[src/rtl/array_cmd_issuer.sv]
// ============================================================================
// Module   : array_cmd_issuer
// Brief    : Queues host instructions, issues them to the array with a start
//            pulse, waits out execution and optionally sweeps PE readback.
// Revision : 1.0
// ============================================================================
`default_nettype none

module array_cmd_issuer #(
    parameter int SIZE        = 5,
    parameter int LENGTH      = 32,
    parameter int DEPTH       = 4,
    parameter int EXEC_CYCLES = 16,
    parameter int RD_LAT      = 1
) (
    input  logic            clk,
    input  logic            reset,
    input  logic            cmd_valid,
    output logic            cmd_ready,
    input  logic [31:0]     cmd_instr,
    input  logic            cmd_rb_en,
    input  logic [9:0]      cmd_rb_reg,
    output logic [31:0]     instruction,
    output logic            start,
    output logic [SIZE-1:0] PE_Addr,
    output logic [9:0]      RegAddr,
    input  logic [15:0]     data,
    output logic            rsp_valid,
    input  logic            rsp_ready,
    output logic [15:0]     rsp_data,
    output logic [SIZE-1:0] rsp_pe,
    output logic            rsp_last,
    output logic            busy
);

    localparam int c_PTR_W     = (DEPTH > 1) ? $clog2(DEPTH) : 1;
    localparam int c_CNT_W     = $clog2(DEPTH + 1);
    localparam int c_EXEC_EFF  = (EXEC_CYCLES < 1) ? 1 : EXEC_CYCLES;
    localparam int c_EXEC_W    = (c_EXEC_EFF > 1) ? $clog2(c_EXEC_EFF) : 1;

    localparam logic [c_PTR_W-1:0]  c_PTR_LAST  = c_PTR_W'(DEPTH - 1);
    localparam logic [c_PTR_W-1:0]  c_PTR_ONE   = c_PTR_W'(1);
    localparam logic [c_CNT_W-1:0]  c_CNT_FULL  = c_CNT_W'(DEPTH);
    localparam logic [c_CNT_W-1:0]  c_CNT_ONE   = c_CNT_W'(1);
    localparam logic [c_EXEC_W-1:0] c_EXEC_LOAD = c_EXEC_W'(c_EXEC_EFF - 1);
    localparam logic [c_EXEC_W-1:0] c_EXEC_ONE  = c_EXEC_W'(1);
    localparam logic [1:0]          c_RD_LAT    = 2'(RD_LAT);
    localparam logic [SIZE-1:0]     c_LAST_IDX  = SIZE'(LENGTH - 1);
    localparam logic [SIZE-1:0]     c_IDX_ONE   = SIZE'(1);

    typedef enum logic [2:0] {
        S_IDLE    = 3'd0,
        S_ISSUE   = 3'd1,
        S_EXEC    = 3'd2,
        S_RB_SET  = 3'd3,
        S_RB_WAIT = 3'd4,
        S_RB_OUT  = 3'd5
    } state_t;

    // ------------------------------------------------------------------
    // Command queue
    // ------------------------------------------------------------------
    logic [31:0]        r_q_instr  [DEPTH];
    logic               r_q_rb_en  [DEPTH];
    logic [9:0]         r_q_rb_reg [DEPTH];
    logic [c_PTR_W-1:0] r_wr_ptr;
    logic [c_PTR_W-1:0] r_rd_ptr;
    logic [c_CNT_W-1:0] r_count;

    logic w_push;
    logic w_pop;

    assign cmd_ready = (r_count != c_CNT_FULL);
    assign w_push    = cmd_valid && cmd_ready;

    always_ff @(posedge clk) begin
        if (w_push) begin
            r_q_instr[r_wr_ptr]  <= cmd_instr;
            r_q_rb_en[r_wr_ptr]  <= cmd_rb_en;
            r_q_rb_reg[r_wr_ptr] <= cmd_rb_reg;
        end
    end

    always_ff @(posedge clk or negedge reset) begin
        if (!reset) begin
            r_wr_ptr <= '0;
            r_rd_ptr <= '0;
            r_count  <= '0;
        end else begin
            if (w_push) begin
                r_wr_ptr <= (r_wr_ptr == c_PTR_LAST) ? '0 : r_wr_ptr + c_PTR_ONE;
            end
            if (w_pop) begin
                r_rd_ptr <= (r_rd_ptr == c_PTR_LAST) ? '0 : r_rd_ptr + c_PTR_ONE;
            end
            case ({w_push, w_pop})
                2'b10:   r_count <= r_count + c_CNT_ONE;
                2'b01:   r_count <= r_count - c_CNT_ONE;
                default: r_count <= r_count;
            endcase
        end
    end

    // ------------------------------------------------------------------
    // Sequencer
    // ------------------------------------------------------------------
    state_t              r_state;
    state_t              w_next;
    logic [c_EXEC_W-1:0] r_exec_cnt;
    logic [1:0]          r_wait_cnt;
    logic                r_rb_en;
    logic [9:0]          r_rb_reg;
    logic [SIZE-1:0]     r_idx;
    logic [31:0]         r_instr;
    logic [SIZE-1:0]     r_pe_addr;
    logic [9:0]          r_reg_addr;
    logic                r_rsp_valid;
    logic [15:0]         r_rsp_data;
    logic [SIZE-1:0]     r_rsp_pe;
    logic                r_rsp_last;

    logic w_enter_rb;
    logic w_capture;
    logic w_rsp_done;

    always_ff @(posedge clk or negedge reset) begin
        if (!reset) begin
            r_state <= S_IDLE;
        end else begin
            r_state <= w_next;
        end
    end

    always_comb begin
        w_next     = r_state;
        w_pop      = 1'b0;
        w_enter_rb = 1'b0;
        w_capture  = 1'b0;
        w_rsp_done = 1'b0;
        case (r_state)
            S_IDLE: begin
                if (r_count != '0) begin
                    w_pop  = 1'b1;
                    w_next = S_ISSUE;
                end
            end
            S_ISSUE: begin
                w_next = S_EXEC;
            end
            S_EXEC: begin
                if (r_exec_cnt == '0) begin
                    w_enter_rb = r_rb_en;
                    w_next     = r_rb_en ? S_RB_SET : S_IDLE;
                end
            end
            S_RB_SET: begin
                // Zero read latency: data already reflects the address driven on entry.
                if (c_RD_LAT == 2'd0) begin
                    w_capture = 1'b1;
                    w_next    = S_RB_OUT;
                end else begin
                    w_next = S_RB_WAIT;
                end
            end
            S_RB_WAIT: begin
                if (r_wait_cnt == 2'd0) begin
                    w_capture = 1'b1;
                    w_next    = S_RB_OUT;
                end
            end
            S_RB_OUT: begin
                if (rsp_ready) begin
                    w_rsp_done = 1'b1;
                    if (r_rsp_last) begin
                        w_next = S_IDLE;
                    end else begin
                        w_enter_rb = 1'b1;
                        w_next     = S_RB_SET;
                    end
                end
            end
            default: begin
                w_next = S_IDLE;
            end
        endcase
    end

    always_ff @(posedge clk or negedge reset) begin
        if (!reset) begin
            r_instr     <= '0;
            r_rb_en     <= 1'b0;
            r_rb_reg    <= '0;
            r_exec_cnt  <= '0;
            r_wait_cnt  <= '0;
            r_idx       <= '0;
            r_pe_addr   <= '0;
            r_reg_addr  <= '0;
            r_rsp_valid <= 1'b0;
            r_rsp_data  <= '0;
            r_rsp_pe    <= '0;
            r_rsp_last  <= 1'b0;
        end else begin
            if (w_pop) begin
                r_instr  <= r_q_instr[r_rd_ptr];
                r_rb_en  <= r_q_rb_en[r_rd_ptr];
                r_rb_reg <= r_q_rb_reg[r_rd_ptr];
            end

            if (r_state == S_ISSUE) begin
                r_exec_cnt <= c_EXEC_LOAD;
            end else if ((r_state == S_EXEC) && (r_exec_cnt != '0)) begin
                r_exec_cnt <= r_exec_cnt - c_EXEC_ONE;
            end

            if (r_state == S_RB_SET) begin
                r_wait_cnt <= c_RD_LAT;
            end else if ((r_state == S_RB_WAIT) && (r_wait_cnt != 2'd0)) begin
                r_wait_cnt <= r_wait_cnt - 2'd1;
            end

            // Address is driven on entry so the read latency counts from RB_SET.
            if (w_enter_rb) begin
                r_pe_addr  <= (r_state == S_EXEC) ? r_idx : r_idx + c_IDX_ONE;
                r_reg_addr <= r_rb_reg;
            end

            if (w_capture) begin
                r_rsp_valid <= 1'b1;
                r_rsp_data  <= data;
                r_rsp_pe    <= r_idx;
                r_rsp_last  <= (r_idx == c_LAST_IDX);
            end else if (w_rsp_done) begin
                r_rsp_valid <= 1'b0;
                r_idx       <= r_rsp_last ? '0 : r_idx + c_IDX_ONE;
            end
        end
    end

    assign instruction = r_instr;
    assign start       = (r_state == S_ISSUE);
    assign PE_Addr     = r_pe_addr;
    assign RegAddr     = r_reg_addr;
    assign rsp_valid   = r_rsp_valid;
    assign rsp_data    = r_rsp_data;
    assign rsp_pe      = r_rsp_pe;
    assign rsp_last    = r_rsp_last;
    assign busy        = (r_state != S_IDLE) || (r_count != '0);

endmodule

`default_nettype wire

[config.mk]
export PLATFORM = sky130hd
export DESIGN_NAME = array_cmd_issuer
export DESIGN_NICKNAME = d
export VERILOG_FILES = /design/src/rtl/array_cmd_issuer.sv
export SDC_FILE = /design/constraint.sdc
export NUM_CORES = 1
export LEC_CHECK = 0
export CAP_MARGIN = 20
export CORE_UTILIZATION = 36
export CTS_CLUSTER_SIZE = 30
export DETAILED_ROUTE_END_ITERATION = 10
export REMOVE_ABC_BUFFERS = 1
export SYNTH_ARGS = -nofsm -noshare
export SYNTH_HDL_FRONTEND = slang
export SYNTH_SLANG_ARGS = --single-unit
[constraint.sdc]
create_clock -name clk -period 5.3 [get_ports clk]
set_clock_uncertainty 0.05 [all_clocks]
set_input_delay 1.06 -clock clk [delete_from_list [all_inputs] [get_ports clk]]
set_output_delay 1.06 -clock clk [all_outputs]
set_load 0.02 [all_outputs]
==> summary.txt, run 1 <==
Global routing
  – Initial antenna violation count: 0
  – GRT overflow: 0
  – Vias in the first global route: approximately 5,800
  – GRT Total Usage: about 14%
  – First-pass GRT wire length: 32.9 mm
  – Largest net degree at the start of global routing: 57

STA
  – Max Slew Vio Count: 0
  – Setup repair after global routing missed its margin: false
  – Min Tclk post-route: approximately 3.4 ns
  – Fmax achieved: roughly 300 MHz
  – Final hold violations: 0
  – Setup TNS: 0 ns
  – Worst slew margin: ~39%
  – Worst-margin pin slew: 0.910 ns
  – Fin crit share: 63.8%
  – Setup-failing EPs final: 0

Logic synthesis
  – Synth area leaders: edfxtp_1 49%, dfrtp_1 24%, mux4_2 9.1%, mux2_1 4.4%, mux2_4 3.8%
  – Synth unique cells: between 40 and 50
  – Yosys reg bits: 274
  – Sequential element share of the synthesized area: between 70% and 80%
  – Most used DFF post-synth: edfxtp_1
  – Yosys warns: 0
  – FFs w/ async S/R, synth: a little under two fifths
  – Mapped Avg Cell Area: between 15 and 20 um^2
  – Post-synth top cells: 172 x edfxtp_1, 102 x dfrtp_1, 43 x mux4_2
  – Most common cell in the netlist: edfxtp_1
  – Mapped Area: between 10,000 and 15,000 um^2
  – Synth top area share: approximately half
  – Post-Synthesis Cells: ~550
  – Post-synth EDFFs: between 150 and 200
  – Area leader, netlist: edfxtp_1

Job
  – Max_cap viols: 0

Die
  – Die Wd: ~170 um
  – Die area: around 30,000 um^2
  – Die Y-Extent: ~170 um
  – # rows: between 60 and 70
  – Core footprint: 28,900 um^2
  – # IOs: about 140
  – Initial core utilization: a little under two fifths

Power and ir drop
  – Clock network power share: between 20 and 30%
  – Cell Pwr Density: 585 nW/um^2
  – Sw Ratio: 29.9%
  – Sequential power share: between 40% and 50%
  – Sw Pwr: around 2.3 mW
  – Leakage power: 5.02 nW
  – Worst ir drop on vdd: just under 0.0003 V
  – Int Power: approximately 5.5 mW
  – Gate power share: about a third

Place
  – GPL Wtd Cong: approximately 0.8
  – IO Port Bufs: 135
  – Hpwl dp: 13.2 mm

Worst setup path
  – CP top delay family: buffers and inverters
  – Crit-path cells: nand2b_1 -> or2_2 -> inv_1 -> clkdlybuf4s50_1
  – CP Buf/Inv Count: 2
  – CP Max Fanout: 14
  – CP required: about 4.2 ns
  – Critical Path End Type: primary output
  – Crit-path max cell delay: 0.59 ns
  – Highest-delay cell along the critical path: clkdlybuf4s50_1
  – Critical path type: reg -> out
  – Worst setup SP type: flop
  – CP Data Arrival Time: ~2.3 ns

Route
  – Via count: 5,410
  – Total Wirelength: between 20 and 25 mm
  – DRC: 0
  – Drt wl/cell: between 15 and 20 um
  – DRT Pass-1 Iters: 4
  – DRT antenna net count: 0
  – Starting DRT DRC Count: 344
  – Post-DR vias/cell: 4.90

Finish
  – Layout cells sized above 1: roughly a fifth
  – Fillcell total: 2,451
  – Multi-input gate area: roughly 2700 um^2
  – Post-Route Utilization: a little under half
  – Max reg flops: around 130
  – # diodes: 0
  – Final nets: a little under 800
  – Syn-to-layout area delta: 26.4%
  – Register Area: between 7000 and 8000 um^2

Clock tree
  – Clock buffer depth: 3
  – Root Buffer: clkbuf_16
  – Number of post-CTS setup repair buffers: 0
  – Clock transition at the registers of the reported paths: ~0.060 ns
  – # hold bufs at CTS: 0
  – Clock Sinks: around 270
  – CTS tree: yes
  – H-tree depth: 1
  – Total CTS buffers: 28
  – Cts repair resizes: 0
  – Clk Latency, worst-skew pair: 0.56 ns

Worst hold path
  – Hold crit path type: reg -> reg

Run status
  – Status: finished, final reports clean
worst paths after layout:
path / slack, ns / from / cells past startpoint / end
min in group asynchronous: 0.52 / reset / 1 / rsp_pe[2]$_DFFE_PN0P_
worst max-delay path: 1.92 / r_state[1]$_DFFE_PN0P_ / 4 / start
worst min register to register: 0.43 / RegAddr[4]$_DFFE_PN0P_ / 1 / RegAddr[4]$_DFFE_PN0P_
max in group asynchronous: 3.54 / reset / 2 / r_wr_ptr[1]$_DFFE_PN0P_
worst min-delay path: 0.43 / RegAddr[4]$_DFFE_PN0P_ / 1 / RegAddr[4]$_DFFE_PN0P_
worst max register to register: 2.44 / r_state[2]$_DFFE_PN0P_ / 8 / r_count[2]$_DFFE_PN0P_
power groups by stage:
stage	Combinational [mW]	Sequential (mW)	Clock, mW
detailed placement	2.48	3.44	0
floorplan	1.33	3.57	0
global placement	2.39	3.41	0
finish	2.49	3.34	2.03
global route	2.69	3.44	2.16
CTS	2.49	3.40	2.08
per-layer routing:
| metal | vias up | GRT usage, % | wire length, um | share of wire, % |
|---|---|---|---|---|
| met3 | 29 | 2.52 | 960 | 4.7 |
| li1 | 2428 | - | - | - |
| met1 | 2788 | 19.5 | 9370 | 46 |
| met5 | - | 0 | 0 | 0 |
| met4 | 0 | 3.14 | 381 | 1.9 |
| met2 | 165 | 22.6 | 9680 | 47 |
cell type report:
class	instances	area share [%]
sequential	274	57.5
multi-input combinational	237	20.3
timing repair buffer	142	11.0
clock buffer	40	5.85
tap	384	3.58
clock inverter	12	1.38
inverter	15	0.419
through the flow:
stage	setup slack, ns	hold WS [ns]	power [mW]	std cells	instance area [um^2]
finish	1.92	0.432	7.86	1104	13400
global route	1.82	0.449	8.29	1104	13400
CTS	1.90	0.441	7.98	1102	13400
detailed placement	2.29	0.427	5.92	1050	12400
global placement	2.24	0.419	5.80	1046	12300
floorplan	2.14	0.409	4.90	526	10500
placed cells by master, fill, tap and decap left out, types with 10 or more instances in the layout:
cell type | synthesis | routed
mux4_2 | 43 | 43
clkdlybuf4s50_1 | 0 | 134
edfxtp_1 | 172 | 172
mux2_4 | 27 | 27
inv_1 | 15 | 15
o21ai_0 | 10 | 10
mux2_1 | 42 | 42
dfrtp_1 | 102 | 100
nand2_1 | 16 | 16
clkbuf_16 | 0 | 28
ha_1 | 10 | 10
cells by family after synthesis:
kind of cell,after synthesis,share of synthesized area [%]
flip-flops,274,72.6
buffers and inverters,37,1.82
multiplexers,121,18.3
XOR/XNOR,5,0.412
AND/OR/NAND/NOR,67,3.38
adder cells (fa/ha/maj),11,1.37
AO/OA/AOI/OAI,33,2.08
(Power assumes the default switching activity.)
==> run 2, diff against run 1 <==
==> constraint.sdc (replaced) <==
create_clock -name clk -period 3.55 [get_ports clk]
set_clock_uncertainty 0.05 [all_clocks]
set_input_delay 0.71 -clock clk [delete_from_list [all_inputs] [get_ports clk]]
set_output_delay 0.71 -clock clk [all_outputs]
set_load 0.02 [all_outputs]
==> run 2 against run 1 <==
Final area is 0.77% lower; hold slack worse by 0.17 ns; critical path depth stayed put; sequential power is 48% higher.
==> summary.txt, run 2 (synthesis gave the netlist of run 1 again) <==
Power and ir drop
  – Sequential power share: a little over two fifths
  – Int Power: between 8 and 9 mW
  – Clock network power share: between 20% and 30%
  – Sw Pwr: between 3 and 4 mW
  – Worst ir drop on vdd: roughly 0.00053 V
  – Leakage power: approximately 5.0 nW
  – Sw Ratio: around 30%
  – Cell Pwr Density: about 860 nW/um^2
  – Gate power share: 32.4%

STA
  – Min Tclk post-route: ~3 ns
  – Setup-failing EPs final: 0
  – Worst Hold Margin: between 0.2 and 0.3 ns
  – Final hold violations: 0
  – Setup TNS: 0 ns
  – Worst-margin pin slew: around 0.90 ns
  – Setup repair after global routing missed its margin: false
  – Fmax achieved: 334 MHz
  – Worst slew margin: around 40%
  – Max Slew Vio Count: 0
  – Fin crit share: a little over four fifths

Global routing
  – First-pass GRT wire length: 32.9 mm
  – Initial antenna violation count: 2
  – Global Route met2 Usage: around 23%
  – GRT met3 Usage: under 10%
  – GRT Total Usage: between 10% and 20%
  – Vias in the first global route: ~5,800
  – Global route hottest layer: met2
  – M1 GR Usage: 18.7%
  – GRT overflow: 0
  – Largest net degree at the start of global routing: 65

Route
  – Total Wirelength: 20.4 mm
  – Drt wl/cell: between 15 and 20 um
  – Post-DR vias/cell: ~4.8
  – Starting DRT DRC Count: about 300
  – DRT antenna net count: 0
  – DRC: 0
  – Via count: ~5,300
  – DRT Pass-1 Iters: 4

Die
  – # IOs: 136
  – # rows: 62
  – Initial core utilization: a little under two fifths
  – Die area: between 30,000 and 40,000 um^2
  – Die Wd: approximately 170 um
  – Core footprint: 28,900 um^2
  – Die Y-Extent: between 150 and 200 um

Finish
  – Commonest cells after routing, fill and taps aside: 172 x edfxtp_1, 134 x clkdlybuf4s50_1, 100 x dfrtp_1, 43 x mux4_2, 42 x mux2_1
  – Layout cells sized above 1: between 20% and 30%
  – Final nets: approximately 770
  – Final Cell Area: between 10,000 and 15,000 um^2
  – Max reg flops: between 100 and 150
  – Syn-to-layout area delta: 25.4%
  – Post-Route Utilization: 46.2%
  – Finished Layout Cells: 1,106
  – Commonest non-fill, non-tap cell in the layout: edfxtp_1

Worst setup path
  – CP Max Fanout: 15
  – Crit-path max cell delay: approximately 0.6 ns
  – R2R setup slack: 1.18 ns
  – CP required: around 2.8 ns
  – Highest-delay cell along the critical path: dfrtp_1
  – CP top delay family: buffers and inverters
  – Critical path type: reg -> out
  – RR Endpoint: r_count[2]$_DFFE_PN0P_
  – Register-to-Register Path Depth: 8
  – R2R Path Start: r_state[2]$_DFFE_PN0P_
  – CP Data Arrival Time: 2.23 ns
  – Critical Path End Type: primary output
  – CP Buf/Inv Count: 2
  – Crit-path cells: nand2b_1 -> or2_2 -> inv_1 -> clkdlybuf4s50_1
  – Worst setup SP type: flop

Clock tree
  – CTS tree: yes
  – Clock transition at the registers of the reported paths: ~0.060 ns
  – Clk Latency, worst-skew pair: roughly 0.52 ns
  – # hold bufs at CTS: 0
  – H-tree depth: 1
  – Clock Sinks: roughly 270
  – Root Buffer: clkbuf_16
  – Number of post-CTS setup repair buffers: 0
  – Cts repair resizes: 0
  – Total CTS buffers: 27
  – Clock buffer depth: 3

Place
  – GPL Wtd Cong: between 0.8 and 0.9
  – DP Area: 12,400 um^2
  – Placed Cells: about 1,100
  – Hpwl dp: 12.9 mm
  – IO Port Bufs: 135

Job
  – Max_cap viols: 0

Run status
  – Status: finished, final reports clean

Worst hold path
  – Hold crit path type: in -> async
run 2: cell type report:
class / instances / area, um^2
inverters: 15 / 56.3
clock inverters: 13 / 114
well taps: 384 / 480
repair buffers: 145 / 1440
clock buffers: 37 / 786
multi-input cells: 237 / 2730
fillers: 2465 / 15500
flip-flops and latches: 274 / 7720
diodes: 1 / 2.50
run 2: layer usage:
metal / wire length (um) / share of wire, %
met3: 1090 / 5.3
met2: 9790 / 48
met5: 12 / 0.059
met1: 9090 / 44
met4: 469 / 2.3
run 2: stage by stage:
| stage | power (mW) | setup slack [ns] |
|---|---|---|
| floorplan | 7.32 | 0.390 |
| global placement | 8.68 | 0.977 |
| detailed placement | 8.81 | 0.917 |
| CTS | 11.7 | 0.539 |
| global route | 12.2 | 0.430 |
| finish | 11.5 | 0.555 |
run 2: worst max path at each step:
stage                                 startpoint                    endpoint  slack, ns  depth (start not counted)
after floorplan           r_count[0]$_DFFE_PN0P_      r_count[1]$_DFFE_PN0P_       0.39                          7
after global placement                 cmd_valid  r_q_instr[2][19]$_DFFE_PP_       0.98                          3
after detailed placement               cmd_valid  r_q_rb_reg[2][9]$_DFFE_PP_       0.92                          3
after CTS                 r_state[0]$_DFFE_PN0P_                       start       0.54                          4
after global routing      r_state[0]$_DFFE_PN0P_                       start       0.43                          4
final                     r_state[0]$_DFFE_PN0P_                       start       0.56                          4
run 2: power by group through the flow:
stage,registers [mW],logic [mW],clock network [mW]
floorplan,5.34,1.98,0
global placement,5.07,3.61,0
detailed placement,5.12,3.68,0
CTS,5.06,3.71,2.93
global route,5.10,4.02,3.04
finish,4.95,3.73,2.84
==> run 3, diff against run 2 <==
==> constraint.sdc (replaced) <==
create_clock -name clk -period 2.6 [get_ports clk]
set_clock_uncertainty 0.05 [all_clocks]
set_input_delay 0.52 -clock clk [delete_from_list [all_inputs] [get_ports clk]]
set_output_delay 0.52 -clock clk [all_outputs]
set_load 0.02 [all_outputs]
==> run 3 against run 2 <==
Worst setup slack worse by 0.43 ns; die area did not move; total power grew 38%; final cell count up 0.81%; clock power increased by 37%; via count is 0.51% higher; hold slack gained 0.14 ns; utilization grew 0.47 points; non-clock buffer count rose by 6; flip-flop and latch count unchanged; sequential power is 36% higher; highest routed layer unchanged.
==> summary.txt, run 3 (synthesis gave the netlist of run 1 again) <==
Route
  – DRC: 0
  – Drt wl/cell: 18.5 um
  – Via count: 5,371
  – DR top layer: met5
  – DR WL met3: 1.39 mm
  – Met2 routed WL: approximately 10 mm
  – Post-DR vias/cell: 4.82
  – Wl on met1: between 8 and 9 mm
  – DRT antenna net count: 0
  – DRT Pass-1 Iters: 4
  – Total Wirelength: 20.6 mm
  – Starting DRT DRC Count: around 270

STA
  – Fmax achieved: 403 MHz
  – Worst-margin pin slew: slightly above 0.8 ns
  – Worst slew margin: a little under half
  – Final hold violations: 0
  – Max Slew Vio Count: 0
  – Setup TNS: 0 ns
  – Min Tclk post-route: approximately 2.5 ns
  – Worst Hold Margin: ~0.40 ns
  – Setup repair after global routing missed its margin: false
  – Setup-failing EPs final: 0
  – Fin crit share: between 90% and 100%

Die
  – Die area: between 30,000 and 40,000 um^2
  – # rows: 62
  – # IOs: around 140
  – Die Y-Extent: 174 um
  – Core footprint: 28,900 um^2
  – Die Wd: between 150 and 200 um
  – Initial core utilization: 36.8%

Worst setup path
  – Critical path type: reg -> out
  – RR Endpoint: r_count[2]$_DFFE_PN0P_
  – R2R setup slack: just under 0.3 ns
  – R2R Path Start: r_state[1]$_DFFE_PN0P_
  – CP Launch Point: r_state[1]$_DFFE_PN0P_
  – CP required: 2.03 ns
  – Crit path capture: start
  – Worst setup SP type: flop
  – CP Max Fanout: 14
  – Register-to-Register Path Depth: 8
  – CP Data Arrival Time: 1.91 ns
  – Critical Path End Type: primary output

Finish
  – Layout cells sized above 1: between 20 and 25%
  – Final nets: 781
  – Commonest non-fill, non-tap cell in the layout: edfxtp_1
  – Max reg flops: between 100 and 150
  – Syn-to-layout area delta: 26.7%
  – Fillcell total: approximately 2,400
  – Commonest cells after routing, fill and taps aside: 172 x edfxtp_1, 132 x clkdlybuf4s50_1, 99 x dfrtp_1, 43 x mux4_2, 42 x mux2_1

Power and ir drop
  – Worst ir drop on vdd: between 0.0005 and 0.0006 V
  – Int Power: 11.1 mW
  – Sw Ratio: 30.0%
  – PnR Total Power: approximately 16 mW
  – Cell Pwr Density: 1180 nW/um^2
  – Sequential power share: between 40 and 50%
  – Leakage power: 5.05 nW
  – Gate power share: between 30% and 40%
  – Sw Pwr: about 4.8 mW
  – Clock network power share: 24.5%

Clock tree
  – Clock buffer depth: 3
  – CTS tree: yes
  – Clock Sinks: between 200 and 300
  – Clk Latency, worst-skew pair: around 0.53 ns
  – Clock transition at the registers of the reported paths: around 0.06 ns
  – Total CTS buffers: 28
  – Root Buffer: clkbuf_16
  – Number of post-CTS setup repair buffers: 0
  – H-tree depth: 1

Worst hold path
  – Hold crit path type: in -> async

Global routing
  – Initial antenna violation count: 4
  – Largest net degree at the start of global routing: 47
  – GRT overflow: 0
  – Vias in the first global route: roughly 5,700
  – GRT Total Usage: between 10% and 20%
  – First-pass GRT wire length: 32.8 mm

Run status
  – Status: finished, final reports clean

Place
  – IO Port Bufs: between 100 and 150
  – Hpwl dp: 12.9 mm
  – GPL Wtd Cong: 0.825

Job
  – Max_cap viols: 0
## run 3: cell count changes in the layout (fill, tap and decap cells not counted), sizes merged
cell           delta
buf               +5
dlygate4sd3       +1
dlygate4sd2       +1
diode             +1
inv               -1
dlymetal6s2s      +1
clkinv            +2
clkdlybuf4s50     -2
bufinv            +1
## run 3: worst min-delay path by stage
stage / startpoint / endpoint / slack, ns / cells after the start
after global routing: reset / PE_Addr[1]$_DFFE_PN0P_ / 0.43 / 2
after CTS: reset / PE_Addr[1]$_DFFE_PN0P_ / 0.39 / 2
after floorplan: reset / PE_Addr[0]$_DFFE_PN0P_ / 0.17 / 0
final: reset / PE_Addr[1]$_DFFE_PN0P_ / 0.40 / 2
after detailed placement: reset / rsp_pe[1]$_DFFE_PN0P_ / 0.41 / 1
after global placement: reset / rsp_pe[1]$_DFFE_PN0P_ / 0.40 / 1
## run 3: worst max-delay path, stage by stage (launching register included)
cell,delay (ns)
dfrtp_2,0.48
nand2b_1,0.18
or2_2,0.32
inv_1,0.07
dlygate4sd2_1,0.32
## run 3: what timing repair did
item | 4_1_cts | 5_1_grt
hold endpoints to repair | 26 | 0
pin swaps | 0 | 0
setup endpoints to repair | 2 | 1
gates cloned | 0 | 0
resized for setup | 3 | 1
hold buffers | 1 | 0
## run 3: through the flow
| step | util (%) | cell area (um^2) | instances | worst slack [ns] |
|---|---|---|---|---|
| after global placement | 43.4 | 12500 | 1060 | 0.216 |
| after global routing | 46.6 | 13500 | 1113 | 0.0304 |
| after floorplan | - | 10500 | 526 | -0.560 |
| final | 46.6 | 13500 | 1115 | 0.121 |
| after CTS | 46.6 | 13500 | 1113 | 0.00213 |
| after detailed placement | 43.4 | 12500 | 1060 | 0.136 |
## run 3: area by class of cell
cell class	instances	area (um^2)	share of cell area [%]
well taps	384	480	3.57
multi-input cells	237	2730	20.3
clock inverters	15	158	1.17
clock buffers	37	744	5.53
inverters	15	56.3	0.418
repair buffers	151	1560	11.6
flip-flops and latches	274	7720	57.4
diodes	2	5.00	0.0372
## run 3: per-layer routing
metal | vias up | global-route usage, %
met1 | 2714 | 18.3
met2 | 165 | 23.2
li1 | 2451 | -
met5 | - | 0
met4 | 2 | 3.58
met3 | 39 | 3.46
## run 3: power by group through the flow
stage	sequential, mW	combinational [mW]	clock (mW)
5_1_grt	6.88	5.72	4.15
3_5_place_dp	6.81	5.39	0
6_report	6.71	5.30	3.89
2_1_floorplan	7.29	2.71	0
3_3_place_gp	6.73	5.28	0
4_1_cts	6.74	5.42	4.00
